**config.mk**
```make
export PLATFORM = sky130hd
export DESIGN_NAME = mul_pipe_flat
export DESIGN_NICKNAME = d
export VERILOG_FILES = /design/src/rtl/mul_pipe_if.sv /design/src/rtl/mul_pipe.sv /design/src/flat_wrapper.sv
export SDC_FILE = /design/constraint.sdc
export NUM_CORES = 2
export LEC_CHECK = 0
export ABC_CLOCK_PERIOD_IN_PS = 1500
export BUFFER_PORTS_ARGS = -buffer_cell sky130_fd_sc_hd__buf_2
export CORE_UTILIZATION = 45
export CTS_CLUSTER_DIAMETER = 50
export DETAILED_ROUTE_END_ITERATION = 7
export PLACE_DENSITY = 0.64
export SKIP_LAST_GASP = 1
export SLEW_MARGIN = 10
export SYNTH_ARGS = -nofsm -noshare
export SYNTH_HDL_FRONTEND = slang
export SYNTH_SLANG_ARGS = --single-unit
```
**constraint.sdc**
```tcl
create_clock -name clk -period 1.5 [get_ports clk]
set_clock_uncertainty 0.2 [all_clocks]
set_input_delay 0.075 -clock clk [delete_from_list [all_inputs] [get_ports clk]]
set_output_delay 0.075 -clock clk [all_outputs]
set_load 0.01 [all_outputs]
```
**src/rtl/mul_pipe_if.sv**
```systemverilog
// Operand/result bundle for mul_pipe.
// The master drives operations and hazard queries; the slave returns results and status.
interface mul_pipe_if #(
  parameter int XLEN  = 32,
  parameter int TAG_W = 5
);
  logic             stall_i;
  logic             flush_i;
  logic             in_valid_i;
  logic [1:0]       op_i;
  logic [XLEN-1:0]  opa_i;
  logic [XLEN-1:0]  opb_i;
  logic [TAG_W-1:0] rd_i;
  logic [TAG_W-1:0] query_rs1_i;
  logic [TAG_W-1:0] query_rs2_i;
  logic             out_valid_o;
  logic [XLEN-1:0]  result_o;
  logic [TAG_W-1:0] rd_o;
  logic             busy_o;
  logic             hazard_o;

  modport master (
    output stall_i, flush_i, in_valid_i, op_i, opa_i, opb_i, rd_i,
           query_rs1_i, query_rs2_i,
    input  out_valid_o, result_o, rd_o, busy_o, hazard_o
  );

  modport slave (
    input  stall_i, flush_i, in_valid_i, op_i, opa_i, opb_i, rd_i,
           query_rs1_i, query_rs2_i,
    output out_valid_o, result_o, rd_o, busy_o, hazard_o
  );
endinterface

```
**src/rtl/mul_pipe.sv**
```systemverilog
// RV32M-style multiplier: STAGES register stages, result valid STAGES edges after capture.
// stall_i freezes every stage (no internal backpressure); flush_i only kills the incoming op.
module mul_pipe #(
  parameter int XLEN   = 32,
  parameter int STAGES = 2,
  parameter int TAG_W  = 5
) (
  input  logic      clk,
  input  logic      rst_n,
  mul_pipe_if.slave bus
);
  localparam logic [1:0] OP_MUL    = 2'b00;
  localparam logic [1:0] OP_MULH   = 2'b01;
  localparam logic [1:0] OP_MULHSU = 2'b10;

  logic                  w_a_sx;
  logic                  w_b_sx;
  logic [2*XLEN-1:0]     w_a_ext;
  logic [2*XLEN-1:0]     w_b_ext;
  logic [2*XLEN-1:0]     w_prod;
  logic [XLEN-1:0]       w_res;
  logic                  w_hazard;

  logic [STAGES-1:0]     r_vld;
  logic [TAG_W-1:0]      r_rd  [STAGES];
  logic [XLEN-1:0]       r_res [STAGES];

  // Extending the XLEN+1-bit signed operands to 2*XLEN keeps the low 2*XLEN
  // product bits exact while the multiply itself stays unsigned.
  assign w_a_sx  = ((bus.op_i == OP_MULH) || (bus.op_i == OP_MULHSU)) & bus.opa_i[XLEN-1];
  assign w_b_sx  = (bus.op_i == OP_MULH) & bus.opb_i[XLEN-1];
  assign w_a_ext = {{XLEN{w_a_sx}}, bus.opa_i};
  assign w_b_ext = {{XLEN{w_b_sx}}, bus.opb_i};
  assign w_prod  = w_a_ext * w_b_ext;
  assign w_res   = (bus.op_i == OP_MUL) ? w_prod[XLEN-1:0] : w_prod[2*XLEN-1:XLEN];

  always_ff @(posedge clk or negedge rst_n) begin
    if (!rst_n) begin
      r_vld <= '0;
      for (int k = 0; k < STAGES; k++) begin
        r_rd[k]  <= '0;
        r_res[k] <= '0;
      end
    end else if (!bus.stall_i) begin
      r_vld[0] <= bus.in_valid_i & ~bus.flush_i;
      r_rd[0]  <= bus.rd_i;
      r_res[0] <= w_res;
      for (int k = 1; k < STAGES; k++) begin
        r_vld[k] <= r_vld[k-1];
        r_rd[k]  <= r_rd[k-1];
        r_res[k] <= r_res[k-1];
      end
    end
  end

  // A zero tag never matches, so a zero query cannot raise a hazard either.
  always_comb begin
    w_hazard = 1'b0;
    for (int k = 0; k < STAGES; k++) begin
      if (r_vld[k] && (r_rd[k] != '0) &&
          ((r_rd[k] == bus.query_rs1_i) || (r_rd[k] == bus.query_rs2_i))) begin
        w_hazard = 1'b1;
      end
    end
  end

  assign bus.out_valid_o = r_vld[STAGES-1];
  assign bus.result_o    = r_res[STAGES-1];
  assign bus.rd_o        = r_rd[STAGES-1];
  assign bus.busy_o      = |r_vld;
  assign bus.hazard_o    = w_hazard;
endmodule

```
**src/flat_wrapper.sv**
```systemverilog
// flat-port wrapper written by rule: the top's interface ports become plain ports
module mul_pipe_flat 
#(
  parameter int XLEN   = 32,
  parameter int STAGES = 2,
  parameter int TAG_W  = 5
)
  (clk, rst_n, bus_stall_i, bus_flush_i, bus_in_valid_i, bus_op_i, bus_opa_i, bus_opb_i, bus_rd_i, bus_query_rs1_i, bus_query_rs2_i, bus_out_valid_o, bus_result_o, bus_rd_o, bus_busy_o, bus_hazard_o);
  mul_pipe_if #(.XLEN(XLEN), .TAG_W(TAG_W)) bus_i ();
  input  logic clk;
  input  logic rst_n;
  input wire logic [$bits(bus_i.stall_i)-1:0] bus_stall_i;
  input wire logic [$bits(bus_i.flush_i)-1:0] bus_flush_i;
  input wire logic [$bits(bus_i.in_valid_i)-1:0] bus_in_valid_i;
  input wire logic [$bits(bus_i.op_i)-1:0] bus_op_i;
  input wire logic [$bits(bus_i.opa_i)-1:0] bus_opa_i;
  input wire logic [$bits(bus_i.opb_i)-1:0] bus_opb_i;
  input wire logic [$bits(bus_i.rd_i)-1:0] bus_rd_i;
  input wire logic [$bits(bus_i.query_rs1_i)-1:0] bus_query_rs1_i;
  input wire logic [$bits(bus_i.query_rs2_i)-1:0] bus_query_rs2_i;
  output wire logic [$bits(bus_i.out_valid_o)-1:0] bus_out_valid_o;
  output wire logic [$bits(bus_i.result_o)-1:0] bus_result_o;
  output wire logic [$bits(bus_i.rd_o)-1:0] bus_rd_o;
  output wire logic [$bits(bus_i.busy_o)-1:0] bus_busy_o;
  output wire logic [$bits(bus_i.hazard_o)-1:0] bus_hazard_o;
  assign bus_i.stall_i = bus_stall_i;
  assign bus_i.flush_i = bus_flush_i;
  assign bus_i.in_valid_i = bus_in_valid_i;
  assign bus_i.op_i = bus_op_i;
  assign bus_i.opa_i = bus_opa_i;
  assign bus_i.opb_i = bus_opb_i;
  assign bus_i.rd_i = bus_rd_i;
  assign bus_i.query_rs1_i = bus_query_rs1_i;
  assign bus_i.query_rs2_i = bus_query_rs2_i;
  assign bus_out_valid_o = bus_i.out_valid_o;
  assign bus_result_o = bus_i.result_o;
  assign bus_rd_o = bus_i.rd_o;
  assign bus_busy_o = bus_i.busy_o;
  assign bus_hazard_o = bus_i.hazard_o;
  mul_pipe #(.XLEN(XLEN), .STAGES(STAGES), .TAG_W(TAG_W)) u_core (.clk(clk), .rst_n(rst_n), .bus(bus_i));
endmodule
```
==> results.sh <==
export IMPL_cp_end_kind="flop"
export IMPL_io_buffers=125
export IMPL_synth_nets=5990
export IMPL_worstSetupPathType="in2reg"
export IMPL_slew_limit_headroom=0.551
export IMPL_status="finished, violations left"
export IMPL_yosys_warnings=0
export IMPL_setup_ws_ns=-5.97
export IMPL_grt_ovfl_total=0
export IMPL_design_area_sq_mm=0.0506
export IMPL_drtIter0Drc=2017
export IMPL_drv_slew=0
export IMPL_synth_most_common_cell="inv_1"
export IMPL_holdCritStartpoint="bus_stall_i"
export IMPL_min_path_type="in2reg"
export IMPL_layout_min_cycle_time_ns=7.47
export IMPL_place_congestion=0.917
export IMPL_fp_dieW_um=306
export IMPL_ant_nets=0
export IMPL_slowest_stage="fa_2"
export IMPL_dieArea_sq_mm=0.0936
export IMPL_start_kind="primary input"
export IMPL_synth_area_leaders="fa_1 54%, inv_1 11%, nand2_1 7.5%"
export IMPL_setup_violations=33
export IMPL_vias=32100
export IMPL_path_clk_slew_ns=0.05
export IMPL_syn_avg_cell_area_sq_um=9.10
export IMPL_cp_arrival_ns=7.48
export IMPL_crit_fanout=6
export IMPL_yosysUniqueCellTypes=67
export IMPL_min_path_cells=3
export IMPL_r2r_cells=3
export IMPL_gr_usage_all_layers=0.269
export IMPL_nets=6498
export IMPL_synth_top_area_share=0.542
export IMPL_synth_edff_count=0
export IMPL_drtPass1Iterations=7
export IMPL_crit_required_ns=1.51
export IMPL_tns_ns=-181.45
export IMPL_htreeDepth=3
export IMPL_start_util=0.454
export IMPL_cap_viol_max_count=0
export IMPL_violations="negative setup slack"
export IMPL_hold_violations=0
export IMPL_wl_per_cell_um=19.3
export IMPL_timing_fmax_mhz=134
export IMPL_worst_pin_slew_ns=0.671
export IMPL_numCtsBuffers=9
export IMPL_grt_pass1_vias=35800
export IMPL_hold_path_endpoint="u_core.r_res[55]"
export IMPL_cts_buffer_depth=2
export IMPL_synth_seq_cells=76
export IMPL_grt_max_degree=77
export IMPL_synth_top_area_cell="fa_1"
export IMPL_hpwl_mm=102
export IMPL_ioPinCount=126
export IMPL_syn_inst=4565
export IMPL_cts_tree="built"
export IMPL_antenna_found_initial=5
export IMPL_clkSinkCount=76
export IMPL_crit_top_cell="fa_1"
export IMPL_rrSetupSlack_ns=0.22
export IMPL_synth_common_cells="1198 x inv_1, 1125 x fa_1, 835 x nand2_1, 274 x and2_1, 233 x clkbuf_1"
export IMPL_yosysSeqAreaShare=0.0458
export IMPL_ys_flop_type="dfrtp_1"
export IMPL_wl_mm=121
export IMPL_syn2layout_area_growth_pct=21.9
export IMPL_viasPerCell=5.12
export IMPL_final_cells=6265
export IMPL_drive_above_1_share=0.224
export IMPL_place_inst=6130
export IMPL_regToRegStartpoint="u_core.bus.rd_o[4]"
export IMPL_grt_setup_unrepaired="true"
export IMPL_slowest_delay_ns=0.59
export IMPL_cts_root_buf="clkbuf_16"
export IMPL_synthArstFlopShare=1.00
export IMPL_clock_latency_ns=0.34
export IMPL_grt_pass1_wl_mm=196
export IMPL_floorplan_rows=111
export IMPL_min_period_over_period=4.98
export IMPL_coreArea_sq_mm=0.0915
export IMPL_post_dp_cell_area_sq_mm=0.0475
export IMPL_r2r_end="u_core.bus.rd_o[4]"
export IMPL_die_y_um=306
export IMPL_syn_cell_area_sq_mm=0.0416
export IMPL_drcViolationCount=0
[worst max path at each step]
stage                 from               end  slack [ns]  cells past startpoint
6_report       bus_op_i[1]  u_core.r_res[59]       -5.97                     33
2_1_floorplan  bus_op_i[1]  u_core.r_res[60]       -6.41                     33
4_1_cts        bus_op_i[1]  u_core.r_res[59]       -5.92                     33
3_3_place_gp   bus_op_i[1]  u_core.r_res[59]       -6.44                     29
3_5_place_dp   bus_op_i[1]  u_core.r_res[60]       -6.58                     30
5_1_grt        bus_op_i[1]  u_core.r_res[59]       -6.16                     31
[routing by layer]
| layer | up-vias | global-route usage | share of wire |
|---|---|---|---|
| met5 | - | 0 | 0 |
| met4 | 0 | 0.0716 | 0.030 |
| met3 | 222 | 0.0373 | 0.070 |
| met2 | 1150 | 0.455 | 0.48 |
| met1 | 16700 | 0.364 | 0.42 |
| li1 | 14000 | - | - |
[repair_timing]
| item | in CTS | in global routing |
|---|---|---|
| gates resized for setup | 315 | 131 |
| hold buffers | 11 | 0 |
| cloned | 5 | 0 |
| hold endpoints to repair | 85 | 0 |
| endpoints found under the setup margin | 33 | 33 |
| buffers inserted | 81 | 40 |
| pin swaps | 156 | 154 |
[sequential cells by signal, summed over array words and instances (netlist names)]
| signal | count |
|---|---|
| u_core.bus.result_o | 32 |
| u_core.r_res | 32 |
| u_core.bus.rd_o | 5 |
| u_core.r_rd | 5 |
| u_core.r_vld | 2 |
[metrics by stage]
step | utilization | hold WS [ns] | worst slack [ns]
3_3_place_gp | 0.519 | -0.0756 | -6.44
3_5_place_dp | 0.519 | -0.0763 | -6.58
5_1_grt | 0.553 | 0.0251 | -6.16
6_report | 0.553 | 0.0129 | -5.97
4_1_cts | 0.546 | 0.0117 | -5.92
2_1_floorplan | - | -0.421 | -6.41
[final cells by class]
class | count | area [sq um]
sequential | 76 | 1900
clock inverter | 5 | 52.6
antenna | 2 | 5.00
fill | 7979 | 40900
timing repair buffer | 770 | 6890
tap | 1186 | 1480
inverter | 1198 | 4530
clock buffer | 10 | 239
multi-input combinational | 3018 | 35500
[critical path: cells and delay by family]
kind	cells	cell delay (ns)
fa+ha+maj	10	4.63
compound gates	9	1.61
buf+inv	11	0.81
simple gates	3	0.33
[logic make-up after synthesis]
family | Yosys count | synth area share
AO/OA/AOI/OAI | 273 | 0.0442
XOR/XNOR | 92 | 0.0194
adder cells (fa/ha/maj) | 1339 | 0.606
buffers and inverters | 1471 | 0.136
flip-flops | 76 | 0.0458
multiplexers | 41 | 0.0112
AND/OR/NAND/NOR | 1273 | 0.137
[layout by cell type, fill, tap and decap left out, drive strengths merged, types with 5 or more instances in the layout]
master / instances
nor3: 14
nand3: 13
nand2: 835
buf: 752
and2: 274
fa: 1125
inv: 1195
ha: 214
nand2b: 5
clkbuf: 14
dlygate4sd3: 11
a21o: 33
o21a: 17
and3: 24
o21bai: 11
xor2: 34
nand4: 10
o211ai: 7
o31ai: 6
o21ai: 64
nor2b: 7
dfrtp: 76
or2: 10
xnor2: 58
mux2: 40
a211oi: 9
a21oi: 76
nor2: 69
a31oi: 13
Power is not shown: default switching activity piles up to over one toggle a cycle in this logic, so the estimate is an artifact.
